## src/rtl/toggle_pulse_gen.sv

```systemverilog
// Debounces an asynchronous button into a clean level, a one-cycle toggle pulse
// on each accepted press, and a running press count.
//
//   state     | meaning
//   ----------+-------------------------------------------------------------
//   IDLE_LOW  | debounced level is 0, waiting for s to rise
//   WAIT_HIGH | s is 1, counting stable cycles before accepting a press
//   HIGH      | debounced level is 1, waiting for s to fall
//   WAIT_LOW  | s is 0, counting stable cycles before accepting a release
module toggle_pulse_gen #(
   parameter int DEBOUNCE = 1000,
   parameter int CNT_W    = 16,
   parameter int PCNT_W   = 8
) (
   input  logic              clk,
   input  logic              rst_n,
   input  logic              btn_in,
   output logic              t,
   output logic              btn_level,
   output logic [PCNT_W-1:0] press_cnt
);

   typedef enum logic [1:0] {
      IDLE_LOW  = 2'd0,
      WAIT_HIGH = 2'd1,
      HIGH      = 2'd2,
      WAIT_LOW  = 2'd3
   } state_t;

   localparam logic [CNT_W-1:0] CNT_LAST = CNT_W'(DEBOUNCE - 1);

   state_t           state;
   logic [CNT_W-1:0] cnt;
   logic             sync_meta;
   logic             s;

   always_ff @(posedge clk or negedge rst_n) begin
      if (!rst_n) begin
         sync_meta <= 1'b0;
         s         <= 1'b0;
         state     <= IDLE_LOW;
         cnt       <= '0;
         t         <= 1'b0;
         btn_level <= 1'b0;
         press_cnt <= '0;
      end else begin
         sync_meta <= btn_in;
         s         <= sync_meta;
         t         <= 1'b0;
         case (state)
            IDLE_LOW: begin
               if (s) begin
                  state <= WAIT_HIGH;
                  cnt   <= '0;
               end
            end
            WAIT_HIGH: begin
               if (!s) begin
                  state <= IDLE_LOW;
                  cnt   <= '0;
               end else if (cnt == CNT_LAST) begin
                  state     <= HIGH;
                  t         <= 1'b1;
                  btn_level <= 1'b1;
                  press_cnt <= press_cnt + 1'b1;
               end else begin
                  cnt <= cnt + 1'b1;
               end
            end
            HIGH: begin
               if (!s) begin
                  state <= WAIT_LOW;
                  cnt   <= '0;
               end
            end
            WAIT_LOW: begin
               // a release bounce returns to HIGH without touching btn_level
               if (s) begin
                  state <= HIGH;
                  cnt   <= '0;
               end else if (cnt == CNT_LAST) begin
                  state     <= IDLE_LOW;
                  btn_level <= 1'b0;
               end else begin
                  cnt <= cnt + 1'b1;
               end
            end
            default: begin
               state <= IDLE_LOW;
               cnt   <= '0;
            end
         endcase
      end
   end

endmodule

```

## config.mk

```make
export PLATFORM = sky130hd
export DESIGN_NAME = toggle_pulse_gen
export DESIGN_NICKNAME = d
export VERILOG_FILES = /design/src/rtl/toggle_pulse_gen.sv
export SDC_FILE = /design/constraint.sdc
export NUM_CORES = 1
export LEC_CHECK = 0
export CORE_ASPECT_RATIO = 1.75
export CORE_MARGIN = 10
export CORE_UTILIZATION = 48
export DETAILED_ROUTE_END_ITERATION = 16
export MAX_ROUTING_LAYER = met4
export PLACE_DENSITY = 0.71
export SYNTH_ARGS = -nofsm -noshare
export SYNTH_HDL_FRONTEND = slang
export SYNTH_SLANG_ARGS = --single-unit
```

## constraint.sdc

```tcl
create_clock -name clk -period 5.9 [get_ports clk]
set_clock_uncertainty 0.05 [all_clocks]
set_input_delay 0.885 -clock clk [delete_from_list [all_inputs] [get_ports clk]]
set_output_delay 0.885 -clock clk [all_outputs]
set_load 0.005 [all_outputs]
```

Word-level counts from Yosys, hierarchy flattened
Cells that the tools add are included.
{"block": "word_totals", "register_bits": 30, "in_bits": 3, "out_inout_bits": 10, "elab_cells": 48}
{"block": "classes", "addsub": 2, "eq_ne": 12, "n_mux": 21, "reduce_logical": 6}
{"operator": "$mux W16", "count": 5}
{"operator": "$pmux W16 S4", "count": 1}
{"operator": "$add A16 B1 Y16 const B", "count": 1}
{"operator": "$eq A16 B10 Y1 const B", "count": 1}
{"operator": "$mux W2", "count": 6}
{"operator": "$ne A2 B2 Y1 const B", "count": 6}
{"operator": "$add A8 B1 Y8 const B", "count": 1}
{"operator": "$pmux W2 S4", "count": 1}
{"operator": "$mux W1", "count": 7}
{"operator": "$ne A3 B3 Y1 const B", "count": 2}
{"operator": "$reduce_and A5 Y1", "count": 1}
{"operator": "$eq A2 B2 Y1 const B", "count": 2}
{"operator": "$reduce_and A4 Y1", "count": 1}
{"operator": "$reduce_and A3 Y1", "count": 1}
{"operator": "$eq A2 B1 Y1 const B", "count": 1}
{"operator": "$logic_not A2 Y1", "count": 1}
{"operator": "$pmux W1 S2", "count": 1}
{"operator": "$reduce_and A2 Y1", "count": 1}
{"operator": "$reduce_bool A2 Y1", "count": 1}

Logic depth before layout (Yosys ltp)
Gate-level depths: netlist (run 1).
{"block": "depth", "depth_word": 4, "depth_mapped": 6, "depth_no_buf": 5}

Worst setup path before layout (run 1)
OpenSTA, ideal clock, no wires.
{"block": "synth_path", "kind": "register to register", "startpoint": "reg cnt[3]", "endpoint": "reg press_cnt[4]", "setup_ns": 0.079, "arrival_time_ns": 1.904, "required_time_ns": 5.771, "path_slack_ns": 3.866, "stages_incl_launch_ff": 5, "path_buffers": 0, "synth_period_minus_slack_ns": 2.034, "cell_sequence": "dfrtp_1 > or4_4 > or4_4 > nor3_1 > xor2_1"}
{"block": "synth_between", "elab_chain_len": 2}
{"item": "from (decl)", "line_no": "33", "text": "logic [CNT_W-1:0] cnt;"}
{"item": "from (signal assigned)", "line_no": "67", "text": "cnt <= cnt + 1'b1;"}
{"item": "from (signal assigned)", "line_no": "85", "text": "cnt <= cnt + 1'b1;"}
{"item": "$eq A16 B10 Y1", "line_no": "61", "text": "end else if (cnt == CNT_LAST) begin"}
{"item": "$reduce_and A3 Y1 (no source line)"}
{"item": "to (signal assigned)", "line_no": "65", "text": "press_cnt <= press_cnt + 1'b1;"}
{"item": "to (decl)", "line_no": "20", "text": "output logic [PCNT_W-1:0] press_cnt"}
Every way passes these cells.
A chain may end at the register's enable or synchronous reset.

Final worst setup path (run 1)
{"block": "layout_path", "startpoint": "reg cnt[3]", "endpoint": "reg press_cnt[1]"}
Same word-level chain as after synthesis.

==> flow_metrics.tcl, run 1 <==
set metrics [dict create \
    numPortBuffers 12 \
    routedWlPerCell_um 17.7 \
    pre_cts_slack_ns 3.70 \
    grt_pass1_wl_um 6370 \
    cts_root_buffer "clkbuf_8" \
    worst_pin_slew_ns 0.509 \
    num_vias 1339 \
    status "completed" \
    synthAdderAreaFrac 0.0164 \
    holdPathStages 0 \
    final-hold-violation-count 0 \
    viasPerCell 6.20 \
    synth_largest_area_cell "dfrtp_1" \
    timing.final.ws_setup_ns 3.69 \
    cp_data_required_time_ns 6.02 \
    grt-ovfl-total 0 \
    fp.dieH_um 94.6 \
    synth-xor-area-share 0.0573 \
    period_share 0.374 \
    synth.area.mux_share 0.0147 \
    drt-pass1-iter-count 4 \
    boundaryPins 13 \
    cp-end-kind "register" \
    cts_tree "yes" \
    cts_made_buffers 5 \
    power_uw 405 \
    leakagePower_nw 0.762 \
    ctsResizeCount 0 \
    clkTransAtPathRegs_ns 0.06 \
    reg2reg_depth 4 \
    tns_ns 0 \
    grt_pass1_vias 1325 \
    antenna_cells 0 \
    cp.arrival_ns 2.33 \
    async_flop_share 1.00 \
    finalWeightedCongestion 0.887 \
    area_growth_pct 17.1 \
    syn_nets 161 \
    htree_levels 2 \
    clock.fmax_mhz 453 \
    worst_skew_pair.late_latency_ns 0.29 \
    synth_area_sq_mm 0.00153 \
    cts.path.max_buffers 2 \
    hold_buffers 0 \
    crit_path_max_fanout 8 \
    utilization 0.576 \
    synth-seq-cells 30 \
    drc_errors 0 \
    hold_path_class "reg2reg" \
    final_layout_size_suffix_gt1_frac 0.116 \
    yosysWarningCount 0 \
    cp-start-kind "register" \
    syn_inst 156 \
    synth.avg_cell_area_sq_um 9.79 \
    place_area_sq_mm 0.00169 \
    postRouteAntennaNets 0 \
    finalMaxSlewViolations 0 \
    synthSimpleGateAreaFrac 0.268 \
    synth_top_area_share 0.491 \
    max_slew_margin 0.660 \
    fp-row-count 27 \
    synth_cell_types 34 \
    die_area_sq_mm 0.00593 \
    synth_top_family_by_area "simple AND/OR/NAND/NOR gates" \
    rsz0062_at_grt "no" \
    ys_seq_area_frac 0.491 \
    synth_flop_cell "dfrtp_1" \
    clkSinkCount 30 \
    final_area_sq_mm 0.00179 \
    final_common_cell "dfrtp_1" \
    core_sq_mm 0.00311 \
    wirelength_um 3820 \
    final_cell_mix "dfrtp_1, nand3_1, o21ai_0" \
    ys_top_cells_by_area "dfrtp_1, nand3_1, o21ai_0, xnor2_1, nand2_1" \
    fin_nets 177 \
    drv_cap 0 \
    initial_utilization 0.492 \
    drt_iter0_drc 37 \
    grt_usage 0.139 \
    hpwl_um 2790 \
    setup_viol 0 \
    vdd_ir_drop_max_uv 225 \
    synth_edf_count 0 \
    post-cts-setup-buffers 0 \
    power.density_mw_per_mm2 226 \
    grt_start_max_net_pins 31 \
    criticalPathCategory "reg2reg" \
    grt_antenna_before_repair 0 \
    die_x_um 62.6 \
    period_minus_slack_ns 2.21 \
    synth_compound_area_frac 0.130 \
]
cells in the mapped netlist (all sizes together), types with 3 or more instances:
master,instances
dfrtp,30
or4,3
inv,5
a22o,4
o22ai,3
nor3,5
nand3,13
nor4,7
xnor2,6
and3,6
nand4,5
clkbuf,4
xor2,4
or2,3
nor2,8
or3,3
nand2,12
o21ai,13
a21oi,5
final timing paths:
check / from / end / slack (ns)
worst min-delay path: sync_meta$_DFF_PN0_ / s$_DFF_PN0_ / 0.31
worst min register to register: sync_meta$_DFF_PN0_ / s$_DFF_PN0_ / 0.31
max in group asynchronous: rst_n / state[0]$_DFFE_PN0P_ / 4.58
min in group asynchronous: rst_n / press_cnt[6]$_DFFE_PN0P_ / 0.94
worst max-delay path: cnt[3]$_DFFE_PN0P_ / press_cnt[1]$_DFFE_PN0P_ / 3.69
worst max register to register: cnt[3]$_DFFE_PN0P_ / press_cnt[1]$_DFFE_PN0P_ / 3.69
kinds of logic after synthesis:
family | Yosys count
fa+ha+maj | 2
compound gates | 32
buf+inv | 9
flops | 30
simple gates | 71
xor+xnor | 10
mux | 2
worst max-delay path, stage by stage (launching register included):
cell	delay, ns
dfrtp_1	0.44
or4_4	0.60
nor4_4	0.50
nand2_1	0.20
mux2_2	0.31
metal layers:
metal | global-route usage | wire length, um | vias up
met1 | 0.134 | 1440 | 643
met3 | 0.0415 | 221 | 21
li1 | - | - | 609
met5 | - | 0 | -
met4 | 0.0936 | 210 | 0
met2 | 0.237 | 1950 | 66
power breakdown:
part / switching (mW) / total [mW] / internal (mW)
Combinational: 0.0121 / 0.0183 / 0.00627
Clock: 0.0823 / 0.176 / 0.0936
Sequential: 0.00293 / 0.211 / 0.208
stage by stage:
stage	cells	hold slack, ns
5_1_grt	216	0.329
4_1_cts	216	0.309
3_3_place_gp	208	0.285
3_5_place_dp	208	0.295
2_1_floorplan	156	0.281
6_report	216	0.308
flip-flops by register name, summed over array words and instances, names as in the netlist, named ones only:
signal / flops
s: 1
press_cnt: 8
t: 1
sync_meta: 1
cnt: 16
state: 1
btn_level: 1
layout make-up:
| cell class | instances | area (sq um) |
|---|---|---|
| clock buffers | 6 | 82.6 |
| clock inverters | 2 | 12.5 |
| fillers | 277 | 1320 |
| inverters | 5 | 18.8 |
| multi-input cells | 117 | 743 |
| flip-flops and latches | 30 | 751 |
| well taps | 43 | 53.8 |
| repair buffers | 13 | 128 |
(Power assumes the default switching activity.)
==> run 2: changes to the inputs <==
--- a/config.mk
+++ b/config.mk
@@ -10,7 +10,7 @@
 export CORE_UTILIZATION = 48
 export DETAILED_ROUTE_END_ITERATION = 16
 export MAX_ROUTING_LAYER = met4
-export PLACE_DENSITY = 0.71
+export PLACE_DENSITY = 0.74
 export SYNTH_ARGS = -nofsm -noshare
 export SYNTH_HDL_FRONTEND = slang
 export SYNTH_SLANG_ARGS = --single-unit
==> constraint.sdc (replaced) <==
create_clock -name clk -period 2 [get_ports clk]
set_clock_uncertainty 0.05 [all_clocks]
set_input_delay 0.3 -clock clk [delete_from_list [all_inputs] [get_ports clk]]
set_output_delay 0.3 -clock clk [all_outputs]
set_load 0.005 [all_outputs]
==> flow_metrics.tcl, run 2 (synthesized netlist as in run 1, its figures left out) <==
set metrics [dict create \
    dp.cells 218 \
    cp-start-kind "register" \
    path_buf_inv 2 \
    grt_pass1_vias 1371 \
    finalMaxSlewViolations 0 \
    cp-end-kind "register" \
    vdd_ir_drop_max_uv 414 \
    die_x_um 62.6 \
    reg.largest.list "cnt (16), press_cnt (8)" \
    clock.fmax_mhz 487 \
    drc_errors 0 \
    cts_tree "yes" \
    final-hold-violation-count 0 \
    grt_usage 0.134 \
    rrSetupSlack_ns -0.05 \
    max_slew_margin 0.690 \
    grt_pass1_wl_um 6240 \
    initial_utilization 0.492 \
    whs_ns 0.300 \
    cts.path.max_buffers 2 \
    power_mw 1.18 \
    final_layout_size_suffix_gt1_frac 0.210 \
    path_common_cell "buf_4" \
    fp.dieH_um 94.6 \
    tns_ns -0.282 \
    pre_cts_slack_ns -0.0619 \
    hp-start "sync_meta$_DFF_PN0_" \
    area_growth_pct 26.4 \
    utilization 0.621 \
    rr_startpoint "cnt[4]$_DFFE_PN0P_" \
    numPortBuffers 12 \
    routedWlPerCell_um 16.1 \
    period_share 1.03 \
    antenna_cells 0 \
    critical-path-max-stage-delay_ns 0.57 \
    fillers 266 \
    htree_levels 2 \
    leakagePower_nw 0.857 \
    crit_slowest_cell "or4_4" \
    worst_skew_pair.late_latency_ns 0.28 \
    grt_start_max_net_pins 31 \
    largest-register "cnt" \
    crit_path_max_fanout 7 \
    postRouteAntennaNets 0 \
    die_area_sq_mm 0.00593 \
    grt_antenna_before_repair 0 \
    clkTransAtPathRegs_ns 0.07 \
    cp.arrival_ns 2.17 \
    period_minus_slack_ns 2.05 \
    crit_family "simple AND/OR/NAND/NOR gates" \
    clkSinkCount 30 \
    finalWeightedCongestion 0.937 \
    worst_pin_slew_ns 0.464 \
    hold_path_class "reg2reg" \
    drt_iter0_drc 36 \
    reg2reg_depth 6 \
    regToRegEndpoint "press_cnt[3]$_DFFE_PN0P_" \
    core_sq_mm 0.00311 \
    viasPerCell 5.81 \
    grt-ovfl-total 0 \
    cp_data_required_time_ns 2.12 \
    final_area_sq_mm 0.00193 \
    criticalPathCategory "reg2reg" \
    hpwl_um 2690 \
    fin_cells 229 \
    cts_root_buffer "clkbuf_8" \
    largest_register_ffs 16 \
    cts_made_buffers 5 \
    min_to "s$_DFF_PN0_" \
    holdPathStages 0 \
    rsz0062_at_grt "yes" \
    timing.final.ws_setup_ns -0.0532 \
    worstPathCellList "or4_4, buf_4, nor4_4, buf_4, nand3_2, xnor2_1" \
    power.density_mw_per_mm2 612 \
    final_common_cell "dfrtp_1" \
    final_cell_mix "dfrtp_1, buf_4, nand2_1, o21ai_0, clkdlybuf4s50_1" \
    failed_checks "negative setup slack" \
    num_vias 1331 \
    place_area_sq_mm 0.00178 \
    setup_viol 9 \
    fin_nets 190 \
    drv_cap 0 \
    status "complete, but fails checks" \
    boundaryPins 13 \
    wirelength_um 3680 \
    fp-row-count 27 \
    drt-pass1-iter-count 4 \
]
run 2: cell type report:
class                      count  area, sq um  area share
multi-input combinational    117          787       0.408
sequential                    30          751       0.389
tap                           43         53.8      0.0279
clock inverter                 1         5.00     0.00259
clock buffer                   7         86.3      0.0447
inverter                       5         18.8     0.00972
timing repair buffer          26          229       0.119
run 2: worst max-delay path by stage:
| stage | startpoint | endpoint | cells after the start |
|---|---|---|---|
| floorplan | cnt[4]$_DFFE_PN0P_ | press_cnt[4]$_DFFE_PN0P_ | 4 |
| global placement | cnt[15]$_DFFE_PN0P_ | press_cnt[6]$_DFFE_PN0P_ | 4 |
| detailed placement | cnt[15]$_DFFE_PN0P_ | press_cnt[4]$_DFFE_PN0P_ | 4 |
| CTS | cnt[10]$_DFFE_PN0P_ | press_cnt[4]$_DFFE_PN0P_ | 4 |
| global route | cnt[4]$_DFFE_PN0P_ | press_cnt[6]$_DFFE_PN0P_ | 4 |
| finish | cnt[4]$_DFFE_PN0P_ | press_cnt[3]$_DFFE_PN0P_ | 6 |
run 2: timing repair:
| action | 4_1_cts | 5_1_grt |
|---|---|---|
| resized for setup | 1 | 6 |
| setup buffers | 0 | 3 |
| endpoints found under the hold margin | 0 | 0 |
| pin swaps | 3 | 7 |
| hold buffers | 0 | 0 |
| setup endpoints to repair | 4 | 7 |
run 2: per-layer routing:
layer / vias to the layer above / wire [um] / track usage
met4: 0 / 130 / 0.0768
met1: 648 / 1440 / 0.129
met3: 12 / 137 / 0.0308
met2: 33 / 1970 / 0.242
li1: 638 / - / -
met5: - / 0 / -
run 2: power breakdown:
part	total [mW]	internal, mW	leakage [nW]	switching, mW
clock network	0.505	0.277	0.0482	0.228
registers	0.622	0.613	0.411	0.00899
logic	0.0542	0.0186	0.398	0.0356
total	1.18	0.909	0.857	0.272
==> run 3: changes to the inputs <==
--- a/config.mk
+++ b/config.mk
@@ -7,10 +7,11 @@
 export LEC_CHECK = 0
 export CORE_ASPECT_RATIO = 1.75
 export CORE_MARGIN = 10
-export CORE_UTILIZATION = 48
+export CORE_UTILIZATION = 38
 export DETAILED_ROUTE_END_ITERATION = 16
 export MAX_ROUTING_LAYER = met4
-export PLACE_DENSITY = 0.74
+export PLACE_DENSITY = 0.61
+export REMOVE_ABC_BUFFERS = 1
 export SYNTH_ARGS = -nofsm -noshare
 export SYNTH_HDL_FRONTEND = slang
 export SYNTH_SLANG_ARGS = --single-unit
==> flow_metrics.tcl, run 3 (synthesized netlist as in run 1, its figures left out) <==
set metrics [dict create \
    vdd_ir_drop_max_uv 416 \
    worst_pin_slew_ns 0.495 \
    wl_met1_um 1530 \
    cp-start-kind "register" \
    crit_family "simple AND/OR/NAND/NOR gates" \
    utilization 0.515 \
    period_share 1.02 \
    clkSinkCount 30 \
    grt_start_max_net_pins 31 \
    final_cell_mix "dfrtp_1, buf_4, nand3_1, clkdlybuf4s50_1" \
    hpwl_um 2930 \
    status "complete, but fails checks" \
    critical-path-max-stage-delay_ns 0.60 \
    cp_data_required_time_ns 2.16 \
    cts_tree "yes" \
    drt-pass1-iter-count 4 \
    die_area_sq_mm 0.00706 \
    numPortBuffers 12 \
    wirelength_um 4070 \
    grt-ovfl-total 0 \
    met2WireLength_um 2230 \
    hold_path_class "reg2reg" \
    num_vias 1371 \
    crit_path_max_fanout 3 \
    crit_slowest_cell "or4_4" \
    clkTransAtPathRegs_ns 0.06 \
    initial_utilization 0.395 \
    drc_errors 0 \
    criticalPathCategory "reg2reg" \
    antenna_cells 0 \
    postRouteAntennaNets 0 \
    viasPerCell 5.71 \
    reg.largest.list "cnt (16), press_cnt (8)" \
    drt_iter0_drc 86 \
    leakagePower_nw 0.895 \
    path_buf_inv 0 \
    fp.dieH_um 104 \
    cp-end-kind "register" \
    final_layout_size_suffix_gt1_frac 0.234 \
    grt_usage 0.124 \
    largest-register "cnt" \
    rsz0062_at_grt "yes" \
    htree_levels 2 \
    final_common_cell "dfrtp_1" \
    routedWlPerCell_um 17.0 \
    timing.final.ws_setup_ns -0.0420 \
    grt_antenna_before_repair 0 \
    dp.cells 228 \
    failed_checks "negative setup slack" \
    wl_met3_um 161 \
    grt_pass1_vias 1382 \
    boundaryPins 13 \
    grt_pass1_wl_um 6600 \
    cts_made_buffers 5 \
    fin_nets 196 \
    power.density_mw_per_mm2 591 \
    fin_cells 240 \
    final-hold-violation-count 0 \
    worst_skew_pair.late_latency_ns 0.28 \
    cts.path.max_buffers 2 \
    max_slew_margin 0.669 \
    largest_register_ffs 16 \
    die_x_um 67.9 \
    cp.arrival_ns 2.20 \
    setup_viol 4 \
    finalMaxSlewViolations 0 \
    worstPathCellList "or4_4, or4_4, nor3_2, xor2_1" \
    area_growth_pct 30.4 \
    cts_root_buffer "clkbuf_8" \
    dr.max_layer_used "met4" \
    drv_cap 0 \
    path_common_cell "or4_4" \
    period_minus_slack_ns 2.04 \
    clock.fmax_mhz 490 \
    fp-row-count 30 \
    finalWeightedCongestion 0.940 \
    core_sq_mm 0.00387 \
]
==> run 3: power by group <==
| part | switching, mW | internal [mW] |
|---|---|---|
| sequential | 0.00858 | 0.614 |
| combinational | 0.0377 | 0.0198 |
| clock | 0.221 | 0.277 |
==> run 3: final timing paths <==
| kind | slack [ns] | from | cells after the start | endpoint |
|---|---|---|---|---|
| min in group asynchronous | 0.37 | rst_n | 2 | cnt[11]$_DFFE_PN0P_ |
| max in group asynchronous | 1.25 | rst_n | 2 | press_cnt[6]$_DFFE_PN0P_ |
| worst min-delay path | 0.31 | sync_meta$_DFF_PN0_ | 0 | s$_DFF_PN0_ |
| worst max-delay path | -0.04 | cnt[3]$_DFFE_PN0P_ | 4 | press_cnt[4]$_DFFE_PN0P_ |
| worst min register to register | 0.31 | sync_meta$_DFF_PN0_ | 0 | s$_DFF_PN0_ |
| worst max register to register | -0.04 | cnt[3]$_DFFE_PN0P_ | 4 | press_cnt[4]$_DFFE_PN0P_ |
==> run 3: per-stage QoR <==
step	TNS, ns	setup slack [ns]	hold slack (ns)	instance area, sq um	power (mW)
after global placement	-0.0830	-0.0566	0.284	1810	0.689
after CTS	-0.107	-0.0328	0.310	1930	1.20
final	-0.116	-0.0420	0.311	1990	1.18
after global routing	-0.634	-0.112	0.318	1990	1.23
after floorplan	-0.0714	-0.0337	-0.0456	1510	0.660
after detailed placement	-0.166	-0.0631	0.296	1810	0.690
==> run 3: per-layer routing <==
metal  vias up  global-route usage
met3        16              0.0345
li1        644                   -
met5         -                   -
met2        40               0.197
met4         0              0.0708
met1       671               0.130
==> run 3: repair_timing <==
action,CTS,global route
pin swaps,0,4
endpoints found under the setup margin,6,12
gates resized for setup,4,9
buffers inserted,0,4
hold buffers,0,0
==> run 3: cell type report <==
class	instances	area (sq um)
Multi-Input combinational cell	117	793
Sequential cell	30	751
Clock buffer	7	86.3
Inverter	5	18.8
Fill cell	348	1870
Clock inverter	1	5.00
Tap cell	48	60.1
Timing Repair Buffer	32	278
